--- config.mk ---
export PLATFORM = sky130hd
export DESIGN_NAME = unidade_entrada_saida_flat
export DESIGN_NICKNAME = d
export VERILOG_FILES = /design/src/rtl/unidade_entrada_saida_pkg.sv /design/src/rtl/unidade_entrada_saida_if.sv /design/src/rtl/unidade_entrada_saida_filtro_botao.sv /design/src/rtl/unidade_entrada_saida.sv /design/src/flat_wrapper.sv
export SDC_FILE = /design/constraint.sdc
export NUM_CORES = 1
export LEC_CHECK = 0
export ABC_CLOCK_PERIOD_IN_PS = 2210
export CAP_MARGIN = 25
export CORE_MARGIN = 2
export CORE_UTILIZATION = 44
export DETAILED_ROUTE_END_ITERATION = 8
export PLACE_DENSITY = 0.8
export SLEW_MARGIN = 40
export SYNTH_ARGS = -nofsm -noshare
export SYNTH_HDL_FRONTEND = slang
export SYNTH_HIERARCHICAL = 1
export SYNTH_SLANG_ARGS = --single-unit
--- constraint.sdc ---
create_clock -name clock -period 2.21 [get_ports clock]
set_input_delay 0.442 -clock clock [delete_from_list [all_inputs] [get_ports clock]]
set_output_delay 0.442 -clock clock [all_outputs]
set_load 0.01 [all_outputs]
--- src/rtl/unidade_entrada_saida_pkg.sv ---
// Shared types for the I/O unit: FSM state encoding and default word width.
package unidade_entrada_saida_pkg;

    localparam int DATA_W_PADRAO = 32;

    // 2'd3 is unused; the FSM default branch steers it back to IDLE.
    typedef enum logic [1:0] {
        IDLE   = 2'd0,
        ESPERA = 2'd1,
        PRONTO = 2'd2
    } estado_t;

endpackage

--- src/rtl/unidade_entrada_saida_if.sv ---
// Bus between the control unit/datapath/board and the I/O unit.
interface unidade_entrada_saida_if #(
    parameter int DATA_W = 32,
    parameter int SW_W   = 16
);
    // WAIT handshake: the processor holds ler_da_entrada while stall is high;
    // the WAIT retires on the single cycle stall drops after a press (PRONTO),
    // and the processor must deassert ler_da_entrada by the next edge.
    logic              ler_da_entrada;
    logic              confirma_entrada;
    logic              print;
    logic [SW_W-1:0]   chaves;
    logic              botao;
    logic [DATA_W-1:0] dado_saida;
    logic              stall;
    logic              aguardando;
    logic [DATA_W-1:0] dado_entrada;
    logic              entrada_pendente;
    logic [DATA_W-1:0] display;
    logic              saida_valida;

    modport master (
        output ler_da_entrada, confirma_entrada, print, chaves, botao, dado_saida,
        input  stall, aguardando, dado_entrada, entrada_pendente, display, saida_valida
    );

    modport slave (
        input  ler_da_entrada, confirma_entrada, print, chaves, botao, dado_saida,
        output stall, aguardando, dado_entrada, entrada_pendente, display, saida_valida
    );
endinterface

--- src/rtl/unidade_entrada_saida_filtro_botao.sv ---
// Confirm-button conditioning: 2-flop synchronizer, debouncer and a
// registered one-cycle pulse on each accepted press.
module unidade_entrada_saida_filtro_botao #(
    parameter int DEBOUNCE_CYCLES   = 500000,
    parameter bit BOTAO_ATIVO_BAIXO = 1'b1
) (
    input  logic clock,
    input  logic reset,
    input  logic botao,
    output logic pressao
);
    localparam int   CNT_W = $clog2(DEBOUNCE_CYCLES + 1);
    localparam logic SOLTO = BOTAO_ATIVO_BAIXO ? 1'b1 : 1'b0;

    logic             sinc_1, sinc_2;
    logic             nivel;
    logic             estavel;
    logic [CNT_W-1:0] contador;
    logic             diferente;
    logic             aceita;

    assign nivel     = BOTAO_ATIVO_BAIXO ? ~sinc_2 : sinc_2;
    assign diferente = (nivel != estavel);
    assign aceita    = diferente && (contador == CNT_W'(DEBOUNCE_CYCLES - 1));

    always_ff @(posedge clock or negedge reset) begin
        if (!reset) begin
            sinc_1 <= SOLTO;
            sinc_2 <= SOLTO;
        end else begin
            sinc_1 <= botao;
            sinc_2 <= sinc_1;
        end
    end

    // Any cycle of agreement restarts the count, so bounce never accumulates.
    always_ff @(posedge clock or negedge reset) begin
        if (!reset) begin
            estavel  <= 1'b0;
            contador <= '0;
            pressao  <= 1'b0;
        end else begin
            pressao <= aceita && nivel;
            if (aceita) begin
                estavel  <= nivel;
                contador <= '0;
            end else if (diferente) begin
                contador <= contador + 1'b1;
            end else begin
                contador <= '0;
            end
        end
    end
endmodule

--- src/rtl/unidade_entrada_saida.sv ---
// Peripheral responder to WAIT / INPUT / OUTPUT: stalls the PC until a
// confirmed press, buffers the switches and drives the display register.
module unidade_entrada_saida
    import unidade_entrada_saida_pkg::*;
#(
    parameter int DATA_W            = DATA_W_PADRAO,
    parameter int SW_W              = 16,
    parameter int DEBOUNCE_CYCLES   = 500000,
    parameter bit BOTAO_ATIVO_BAIXO = 1'b1
) (
    input  logic                     clock,
    input  logic                     reset,
    unidade_entrada_saida_if.slave   bus,
    output estado_t                  estado_dbg
);
    estado_t           estado, proximo;
    logic              pressao;
    logic [DATA_W-1:0] buffer;
    logic              pendente;
    logic [DATA_W-1:0] display_q;
    logic              valida_q;

    unidade_entrada_saida_filtro_botao #(
        .DEBOUNCE_CYCLES  (DEBOUNCE_CYCLES),
        .BOTAO_ATIVO_BAIXO(BOTAO_ATIVO_BAIXO)
    ) u_filtro (
        .clock  (clock),
        .reset  (reset),
        .botao  (bus.botao),
        .pressao(pressao)
    );

    always_ff @(posedge clock or negedge reset) begin
        if (!reset) estado <= IDLE;
        else        estado <= proximo;
    end

    // Presses outside ESPERA are dropped; a WAIT always needs a fresh press.
    always_comb begin
        proximo = estado;
        case (estado)
            IDLE:    if (bus.ler_da_entrada) proximo = ESPERA;
            ESPERA:  if (pressao) proximo = PRONTO;
            PRONTO:  proximo = IDLE;
            default: proximo = IDLE;
        endcase
    end

    always_ff @(posedge clock or negedge reset) begin
        if (!reset) begin
            buffer   <= '0;
            pendente <= 1'b0;
        end else begin
            if (bus.confirma_entrada) pendente <= 1'b0;
            if (estado == ESPERA && pressao) begin
                buffer   <= DATA_W'(bus.chaves);
                pendente <= 1'b1;
            end
        end
    end

    always_ff @(posedge clock or negedge reset) begin
        if (!reset) begin
            display_q <= '0;
            valida_q  <= 1'b0;
        end else begin
            valida_q <= bus.print;
            if (bus.print) display_q <= bus.dado_saida;
        end
    end

    assign bus.stall            = (estado == ESPERA);
    assign bus.aguardando       = (estado == ESPERA);
    assign bus.dado_entrada     = buffer;
    assign bus.entrada_pendente = pendente;
    assign bus.display          = display_q;
    assign bus.saida_valida     = valida_q;
    assign estado_dbg           = estado;
endmodule

--- src/flat_wrapper.sv ---
// flat-port wrapper written by rule: the top's interface ports become plain ports
module unidade_entrada_saida_flat import unidade_entrada_saida_pkg::*;
#(
    parameter int DATA_W            = DATA_W_PADRAO,
    parameter int SW_W              = 16,
    parameter int DEBOUNCE_CYCLES   = 500000,
    parameter bit BOTAO_ATIVO_BAIXO = 1'b1
)
  (clock, reset, estado_dbg, bus_ler_da_entrada, bus_confirma_entrada, bus_print, bus_chaves, bus_botao, bus_dado_saida, bus_stall, bus_aguardando, bus_dado_entrada, bus_entrada_pendente, bus_display, bus_saida_valida);
  unidade_entrada_saida_if #(.DATA_W(DATA_W), .SW_W(SW_W)) bus_i ();
  input  logic clock;
  input  logic reset;
  output estado_t estado_dbg;
  input wire logic [$bits(bus_i.ler_da_entrada)-1:0] bus_ler_da_entrada;
  input wire logic [$bits(bus_i.confirma_entrada)-1:0] bus_confirma_entrada;
  input wire logic [$bits(bus_i.print)-1:0] bus_print;
  input wire logic [$bits(bus_i.chaves)-1:0] bus_chaves;
  input wire logic [$bits(bus_i.botao)-1:0] bus_botao;
  input wire logic [$bits(bus_i.dado_saida)-1:0] bus_dado_saida;
  output wire logic [$bits(bus_i.stall)-1:0] bus_stall;
  output wire logic [$bits(bus_i.aguardando)-1:0] bus_aguardando;
  output wire logic [$bits(bus_i.dado_entrada)-1:0] bus_dado_entrada;
  output wire logic [$bits(bus_i.entrada_pendente)-1:0] bus_entrada_pendente;
  output wire logic [$bits(bus_i.display)-1:0] bus_display;
  output wire logic [$bits(bus_i.saida_valida)-1:0] bus_saida_valida;
  assign bus_i.ler_da_entrada = bus_ler_da_entrada;
  assign bus_i.confirma_entrada = bus_confirma_entrada;
  assign bus_i.print = bus_print;
  assign bus_i.chaves = bus_chaves;
  assign bus_i.botao = bus_botao;
  assign bus_i.dado_saida = bus_dado_saida;
  assign bus_stall = bus_i.stall;
  assign bus_aguardando = bus_i.aguardando;
  assign bus_dado_entrada = bus_i.dado_entrada;
  assign bus_entrada_pendente = bus_i.entrada_pendente;
  assign bus_display = bus_i.display;
  assign bus_saida_valida = bus_i.saida_valida;
  unidade_entrada_saida #(.DATA_W(DATA_W), .SW_W(SW_W), .DEBOUNCE_CYCLES(DEBOUNCE_CYCLES), .BOTAO_ATIVO_BAIXO(BOTAO_ATIVO_BAIXO)) u_core (.clock(clock), .reset(reset), .bus(bus_i), .estado_dbg(estado_dbg));
endmodule
==> metrics.txt, run 1 <==
status finished clean; Die Y 89.5 microns; first-pass GRT wire length 10.1 mm; CP top delay family buffers and inverters; CTS tree yes; area grow syn2layout 40.9%; Placer Congestion 0.827; Num CTS Buffers 9; Total GRT Usage 16.9%; Peak Freq 503 MHz; Ports 124; crit path DAT 1.55 ns; Clock Skews 0.00690 ns; Initial Util 44.8%; clk sink count 75; total number of vias 2189; ranking of synthesized cells by area dfrtp_1 57%, mux2_2 13%, buf_4 4.7%; Setup crit start kind flop; RR Startpoint u_core/u_filtro/contador[0]; Slew Viols, Final 0; cell taking the most area after synthesis dfrtp_1; CP max stage delay 0.56 ns; leakage power 1.91 nW; setup_tns 0 ns; Crit path depth 2; Distinct cells, synth 39; max_cap viols 0; clk_lat worst skew 0.35 ns; DIE AREA 8000 sq um; Avg WL per Cell 14.4 microns; CP Class flop to output port; Worst Path Required 1.77 ns; area of the core 7180 sq um; peak supply drop 0.000371 V; GRT overflow 0; most common cell after layout, fill and taps aside clkdlybuf4s50_1; Root Buffer clkbuf_8; input/output buffers 107; Slowest-stage cell, CP clkdlybuf4s50_1; Synth Register Bits 75; Crit Path Max Fanout 5; CTS resizes 0; Initial DRC Count 79; r2r setup slk 0.27 ns; Synth Instances 240; final setup fails 0; Synth top area share 56.8%; vias in the first global route 2096; post-route ant nets 0; minimum clock period 1.99 ns; Post-CTS Setup Bufs 0; ys async rst share 100%; Buf/Inv on CP 1; Hold Buf Count CTS 0; cell breakdown of the critical path nor2b_1 > clkdlybuf4s50_1; Tcrit/Tclk final 90.0%; Layout Nets 406; Antenna Cells 0; Crit. End Element output port; Routed WL 6.55 mm; first-pass detailed-route iteration total 4; Syn Area/Cell 13.4 sq um; Vias/cell 4.81; reg2reg path depth 5; ys flop type dfrtp_1; layout cell share with drive strength beyond 1 20.8%; Final Power 0.00296 W; # H-tree levels 3; EDFF count, synth 0; # DRC 0; Hold WC Path Type input port to asynchronous set/reset pin; Pwr Density 654 nW/um^2; clk buf depth 2; post-DP HPWL 4.70 mm; sequential area share after synthesis 58.5%; row count 31; most frequent cells in the layout 106 x clkdlybuf4s50_1, 73 x dfrtp_1, 38 x mux2_2; endpoints failing hold 0; RSZ-0062 raised after global routing no; Die Wd 89.5 microns; FF-to-FF End u_core/u_filtro/contador[18]; post-synthesis cell area 3210 sq um; clock slew at reported path FFs 0.08 ns; Synth Warn # 6; largest net degree at the start of global routing 76; initial antenna violation count 0
[cell families after synthesis]
logic type	after synthesis	share of synthesized area [%]
DFF	75	58.5
and+or+nand+nor	59	10.9
muxes	48	17.8
buffers and inverters	30	6.15
xor gates and xnor gates	15	4.09
AOI/OAI and AO/OA	11	2.10
adders and majority gates	1	0.389
other	1	0.117
[sequential cells by signal (all words and copies together), names as in the netlist]
signal                       cells
u_core/bus.dado_entrada         16
u_core/bus.display              32
u_core/bus.entrada_pendente      1
u_core/bus.saida_valida          1
u_core/estado_dbg                2
u_core/u_filtro/contador        19
u_core/u_filtro/estavel          1
u_core/u_filtro/pressao          1
u_core/u_filtro/sinc_1           1
u_core/u_filtro/sinc_2           1
[per-stage QoR]
| stage | hold WS, ns | std cells | setup WS, ns | util, % | cell area, sq um |
|---|---|---|---|---|---|
| finish | 0.109 | 455 | 0.220 | 63.1 | 4530 |
| global route | 0.130 | 455 | 0.153 | 63.1 | 4530 |
| CTS | 0.118 | 455 | 0.195 | 63.1 | 4530 |
| detailed placement | 0.352 | 439 | 0.260 | 60.3 | 4330 |
| global placement | 0.347 | 439 | 0.355 | 60.3 | 4330 |
| floorplan | 0.146 | 255 | 0.428 | - | 3270 |
[layout make-up]
cell class | count | area (sq um)
clock inverters | 3 | 20.0
multi-input cells | 150 | 1190
inverters | 5 | 18.8
flip-flops and latches | 75 | 1880
clock buffers | 13 | 179
fillers | 557 | 2650
well taps | 99 | 124
repair buffers | 110 | 1110
[metal layers]
metal / wire [microns] / up-vias / GRT usage [%]
met4: 99 / 0 / 6.51
met1: 2650 / 1056 / 20.9
met5: 0 / - / 0
met3: 690 / 11 / 6.83
li1: - / 1024 / -
met2: 3110 / 98 / 26.8
[synthesized netlist by cell type (all sizes together) (4+ instances only)]
library cell and number:
mux2 48, nand3 7, nor4 5, a21oi 4, xnor2 10, inv 5
dfrtp 73, nand4 8, nor2 19, nand2 4, o21ai 4, buf 23
xor2 5
[worst reg2reg max path, delay by kind of cell, from the launching register on]
family,cells,cell delay [ns]
fa+ha+maj,1,0.29
compound gates,1,0.14
simple gates,3,1.04
flops,1,0.41
[power by group]
group	internal [W]	total [W]	switching, W
sequential	0.00145	0.00150	0.0000442
combinational	0.000282	0.000444	0.000161
clock	0.000529	0.00102	0.000492
[worst max path at each step]
stage,start,to,slack (ns)
final,u_core/estado_dbg[0],bus_aguardando,0.22
after global routing,u_core/u_filtro/contador[0],u_core/u_filtro/contador[18],0.15
after CTS,u_core/estado_dbg[0],bus_aguardando,0.20
after detailed placement,u_core/u_filtro/contador[0],u_core/u_filtro/contador[18],0.26
after global placement,u_core/u_filtro/contador[0],u_core/u_filtro/contador[18],0.36
after floorplan,u_core/u_filtro/contador[0],u_core/u_filtro/contador[18],0.43
Note: power is estimated with default switching activity, not from simulation.
==> inputs of run 2 (changes only) <==
--- a/config.mk
+++ b/config.mk
@@ -8,9 +8,8 @@
 export ABC_CLOCK_PERIOD_IN_PS = 2210
 export CAP_MARGIN = 25
-export CORE_MARGIN = 2
+export CORE_MARGIN = 3
 export CORE_UTILIZATION = 44
 export DETAILED_ROUTE_END_ITERATION = 8
 export PLACE_DENSITY = 0.8
-export SLEW_MARGIN = 40
 export SYNTH_ARGS = -nofsm -noshare
 export SYNTH_HDL_FRONTEND = slang
==> constraint.sdc (replaced) <==
create_clock -name clock -period 2.21 [get_ports clock]
set_input_delay 0.221 -clock clock [delete_from_list [all_inputs] [get_ports clock]]
set_output_delay 0.221 -clock clock [all_outputs]
set_load 0.01 [all_outputs]
==> metrics.txt, run 2 (synthesized netlist as in run 1, its figures left out) <==
status finished clean; Clock Skews 0.0111 ns; Total GRT Usage 17.5%; first-pass detailed-route iteration total 4; Ports 124; largest net degree at the start of global routing 39; WHS Path Cells 1; Layout Nets 407; total number of vias 2206; DRT met1 WL 2.94 mm; Min-Delay Endpoint u_core/u_filtro/sinc_1; vias in the first global route 2276; row count 30; max FFs per register 32; post-DP HPWL 5.18 mm; Clk pwr share 39.6%; fin cells 453; Tcrit/Tclk final 86.8%; Final WS setup 0.291 ns; r2r setup slk 0.29 ns; sequential share of power 46.6%; Slowest-stage cell, CP or4_1; Pwr Density 704 nW/um^2; metal3 WL 493 microns; Num CTS Buffers 9; final setup fails 0; Avg WL per Cell 15.5 microns; Setup crit start kind flop; peak supply drop 0.000353 V; Crit Path Max Fanout 8; Worst Path Required 2.48 ns; Initial DRC Count 115; endpoints failing hold 0; CP Class flop to flop; CTS resizes 0; post-route ant nets 0; area grow syn2layout 42.3%; area of the core 6940 sq um; Psw 0.000725 W; Initial Util 46.3%; CTS tree yes; Die Y 91.5 microns; CP top delay family simple AND/OR/NAND/NOR gates; Hold Buf Count CTS 1; GRT overflow 0; Vias/cell 4.87; crit path DAT 2.19 ns; input/output buffers 107; RSZ-0062 raised after global routing no; FF-to-FF End u_core/u_filtro/contador[18]; layout cell share with drive strength beyond 1 20.7%; clk_lat worst skew 0.35 ns; setup_tns 0 ns; Antenna Cells 0; Hold WC Path Type input port to flop; CP max stage delay 0.56 ns; pre-CTS setup slack 0.302 ns; reg2reg path depth 5; Routed WL 7.02 mm; uppermost layer routed met4; clock slew at reported path FFs 0.08 ns; RR Startpoint u_core/u_filtro/contador[0]; # H-tree levels 3; sw frac 22.5%; Buf/Inv on CP 0; Comb pwr share 13.9%; most frequent cells in the layout 106 x clkdlybuf4s50_1, 73 x dfrtp_1, 38 x mux2_2; max_cap viols 0; DIE AREA 8370 sq um; first-pass GRT wire length 11.5 mm; clk sink count 75; # DRC 0; cell breakdown of the critical path ha_1 > nand4_4 > or4_1 > or3_1 > a21oi_1; Int Power 0.00249 W; Die Wd 91.5 microns; Slew Viols, Final 0; Root Buffer clkbuf_8; leakage power 1.93 nW; clk buf depth 2; initial antenna violation count 0; met2 routed wirelength 3.51 mm; dpl cells 436; Post-CTS Setup Bufs 0; most common cell after layout, fill and taps aside clkdlybuf4s50_1; minimum clock period 1.92 ns; Worst Hold Launch bus_botao; Peak Freq 521 MHz; Crit. End Element flop; Placer Congestion 0.846
## run 2: changes by cell type in the layout (fill, tap and decap cells not counted), sizes merged
cell	previous run	this run
bufinv	0	3
clkbuf	13	9
clkinvlp	2	1
dlygate4sd3	0	1
inv	5	7
## run 2: power groups by stage
stage / registers [W] / logic, W / clock network [W]
6_report: 0.00150 / 0.000447 / 0.00127
5_1_grt: 0.00151 / 0.000476 / 0.00136
4_1_cts: 0.00150 / 0.000454 / 0.00131
3_5_place_dp: 0.00153 / 0.000450 / 0
3_3_place_gp: 0.00152 / 0.000440 / 0
2_1_floorplan: 0.00156 / 0.000135 / 0
## run 2: worst max path at each step
stage | startpoint | endpoint | slack [ns] | cells after the start
2_1_floorplan | u_core/u_filtro/contador[0] | u_core/u_filtro/contador[18] | 0.43 | 5
3_3_place_gp | u_core/u_filtro/contador[0] | u_core/u_filtro/contador[18] | 0.38 | 5
6_report | u_core/u_filtro/contador[0] | u_core/u_filtro/contador[18] | 0.29 | 5
4_1_cts | u_core/u_filtro/contador[0] | u_core/u_filtro/contador[18] | 0.29 | 5
5_1_grt | u_core/u_filtro/contador[0] | u_core/u_filtro/contador[18] | 0.17 | 5
3_5_place_dp | u_core/u_filtro/contador[0] | u_core/u_filtro/contador[18] | 0.30 | 5
## run 2: metrics by stage
| step | total power [W] | hold WS [ns] | cell area [sq um] | util [%] |
|---|---|---|---|---|
| final | 0.00322 | 0.281 | 4570 | 65.9 |
| after global routing | 0.00335 | 0.263 | 4570 | 65.9 |
| after CTS | 0.00326 | 0.260 | 4570 | 65.9 |
| after detailed placement | 0.00197 | 0.222 | 4320 | 62.1 |
| after global placement | 0.00196 | 0.215 | 4320 | 62.1 |
| after floorplan | 0.00169 | -0.0746 | 3270 | - |
## run 2: layout make-up
cell class | count | area, sq um
clock inverter | 7 | 124
multi-input combinational | 150 | 1190
sequential | 75 | 1880
fill | 500 | 2370
tap | 96 | 120
inverter | 5 | 18.8
timing repair buffer | 111 | 1110
clock buffer | 9 | 124
## run 2: layer usage
| metal | vias to the layer above | global-route usage, % |
|---|---|---|
| met4 | 0 | 5.28 |
| met3 | 6 | 6.13 |
| met5 | - | 0 |
| met2 | 90 | 29.3 |
| li1 | 1033 | - |
| met1 | 1077 | 21.1 |
==> RTL edit (settings of run 2) <==
Put one more register stage on the output `estado_dbg`, without a reset. The value now appears one clock later. The other outputs are not delayed to match.
--- a/src/rtl/unidade_entrada_saida.sv
+++ b/src/rtl/unidade_entrada_saida.sv
@@ -77,3 +77,5 @@
     assign bus.saida_valida     = valida_q;
-    assign estado_dbg           = estado;
+    always_ff @(posedge clock) begin
+        estado_dbg <= estado;
+    end
 endmodule
Function: changed (a bounded check fails within 4 cycles, from zero or initial values and one cycle with reset low).
==> RTL edit against run 2 <==
Routed wire length decreased by 2.6%. First-iteration DRC count shrank 38%. Count of clock-buffer cells in the layout grew 1. Total power is 10% lower. Design area shrank 0.77%. Synthesized area is 1.2% higher. Global-route usage shrank 0.96 points. Sequential cell count is 2 higher. Worst setup slack better by 0.015 ns. Largest cell class unchanged.
==> RTL edit: results (changes against run 2) <==
[status]
status=finished, final reports clean

[grt]
grt_first_pass_wirelength_um=10900  ; -5.5%
grt_use_total_pct=16.5  ; -0.96 points
antenna_found_initial=0  ; unchanged
first_global_vias=2172  ; -4.6%
grt_max_degree=76  ; +95%

[run]
drv_cap=0  ; unchanged

[drt]
drtIter0Drc=71  ; -38%
via_per_inst=4.79  ; -1.6%
finalWirelength_um=6840  ; -2.6%
dr.pass1.iters=4  ; unchanged

[yosys]
yosys_warnings=6  ; unchanged
ys_top_cells_by_area=dfrtp_1, mux2_2, buf_4, mux2_4, xnor2_1
synth_common_cells=dfrtp_1, mux2_2, buf_4
ys_seq_area_share_pct=59.0  ; +0.51 points
ys_types=40  ; +2.6%
async_reset_ff_share_pct=97.4  ; -2.6 points

[clocking]
cts-root-buf=clkbuf_8
htreeDepth=3  ; unchanged
cts_hold_buf=1  ; unchanged
path_clk_slew_ns=0.08  ; about the same
cts_setup_buffers=0  ; unchanged
cts_buffers=9  ; unchanged
cts_resized=0  ; unchanged

[sta]
clock_skew_ns=0.0129  ; +0.00178 ns
hold_ws_ns=0.305  ; +0.0237 ns
max_freq_mhz=525  ; +0.77%
setup_viol=0  ; unchanged

[placed_design]
place_congestion=0.892  ; +5.4%
dpl.hpwl_um=5030  ; -2.9%
io_buffers=107  ; unchanged
pre_cts_slack_ns=0.293  ; -0.00839 ns
dpl_cell_area_um2=4360  ; +1.0%

[critical_path]
r2r_slack_ns=0.31
worstPathMaxFanout=8  ; unchanged
cp_top_family=simple AND/OR/NAND/NOR gates
crit_arrival_ns=2.17  ; -0.02 ns
cp_slowest_cell=or4_1
cp_slowest_stage_delay_ns=0.55

[layout]
fillers=525  ; +5.0%
largest_register_ffs=32  ; unchanged
fin_nets=410  ; +0.74%
drive_above_1_share_pct=20.6  ; -0.17 points
antenna_cells=0  ; unchanged

[power_and_ir_drop]
ir_drop_v=0.000448  ; +27%
power_leakage_nw=1.91  ; -0.74%

[min_path]
hold_path_class=in -> reg

[RTL edit: logic make-up (layout without fill, tap and decap cells)]
kind of cell,Yosys count,in the layout,share of synthesized area (%)
xor+xnor,15,15,4.04
mux,48,48,17.5
other cells,1,16,0.115
fa+ha+maj,1,1,0.384
buf+inv,30,133,6.07
flops,77,77,59.0
compound gates,11,11,2.08
simple gates,59,59,10.8
[RTL edit: layer usage]
metal | routed length, µm | share of wire (%) | track usage, %
met1 | 3000 | 44 | 20.8
met2 | 3200 | 47 | 26.5
met3 | 581 | 8.5 | 6.23
met4 | 57 | 0.83 | 5.32
met5 | 0 | 0 | 0
[RTL edit: worst paths after layout]
path	startpoint	endpoint	depth (start not counted)
setup / recovery	u_core/u_filtro/contador[0]$_DFF_PN0_	u_core/u_filtro/contador[18]$_DFF_PN0_	5
hold / removal	bus_botao	u_core/u_filtro/sinc_1$_DFF_PN1_	1
setup reg to reg	u_core/u_filtro/contador[0]$_DFF_PN0_	u_core/u_filtro/contador[18]$_DFF_PN0_	5
hold reg to reg	u_core/u_filtro/sinc_1$_DFF_PN1_	u_core/u_filtro/sinc_2$_DFF_PN1_	0
max in group asynchronous	reset	u_core/u_filtro/sinc_1$_DFF_PN1_	3
min in group asynchronous	reset	u_core/u_filtro/contador[13]$_DFF_PN0_	3
[RTL edit: metrics by stage]
stage | util [%] | instances
3_3_place_gp | 62.5 | 439
4_1_cts | 65.0 | 456
3_5_place_dp | 62.5 | 439
6_report | 65.0 | 456
5_1_grt | 65.0 | 456
2_1_floorplan | - | 257
[RTL edit: cell type report]
class                      count  area, µm²  share of cell area (%)
timing repair buffer         112       1120                    24.6
inverter                       5       18.8                   0.414
clock inverter                 6       40.0                   0.882
sequential                    77       1920                    42.3
tap                           96        120                    2.65
multi-input combinational    150       1190                    26.3
clock buffer                  10        128                    2.81
[RTL edit: report_power, final]
group | total (mW) | internal (mW) | switching, mW | leakage [nW]
clock network | 0.911 | 0.408 | 0.504 | 0.0864
logic | 0.445 | 0.282 | 0.163 | 0.891
registers | 1.53 | 1.49 | 0.0437 | 0.937
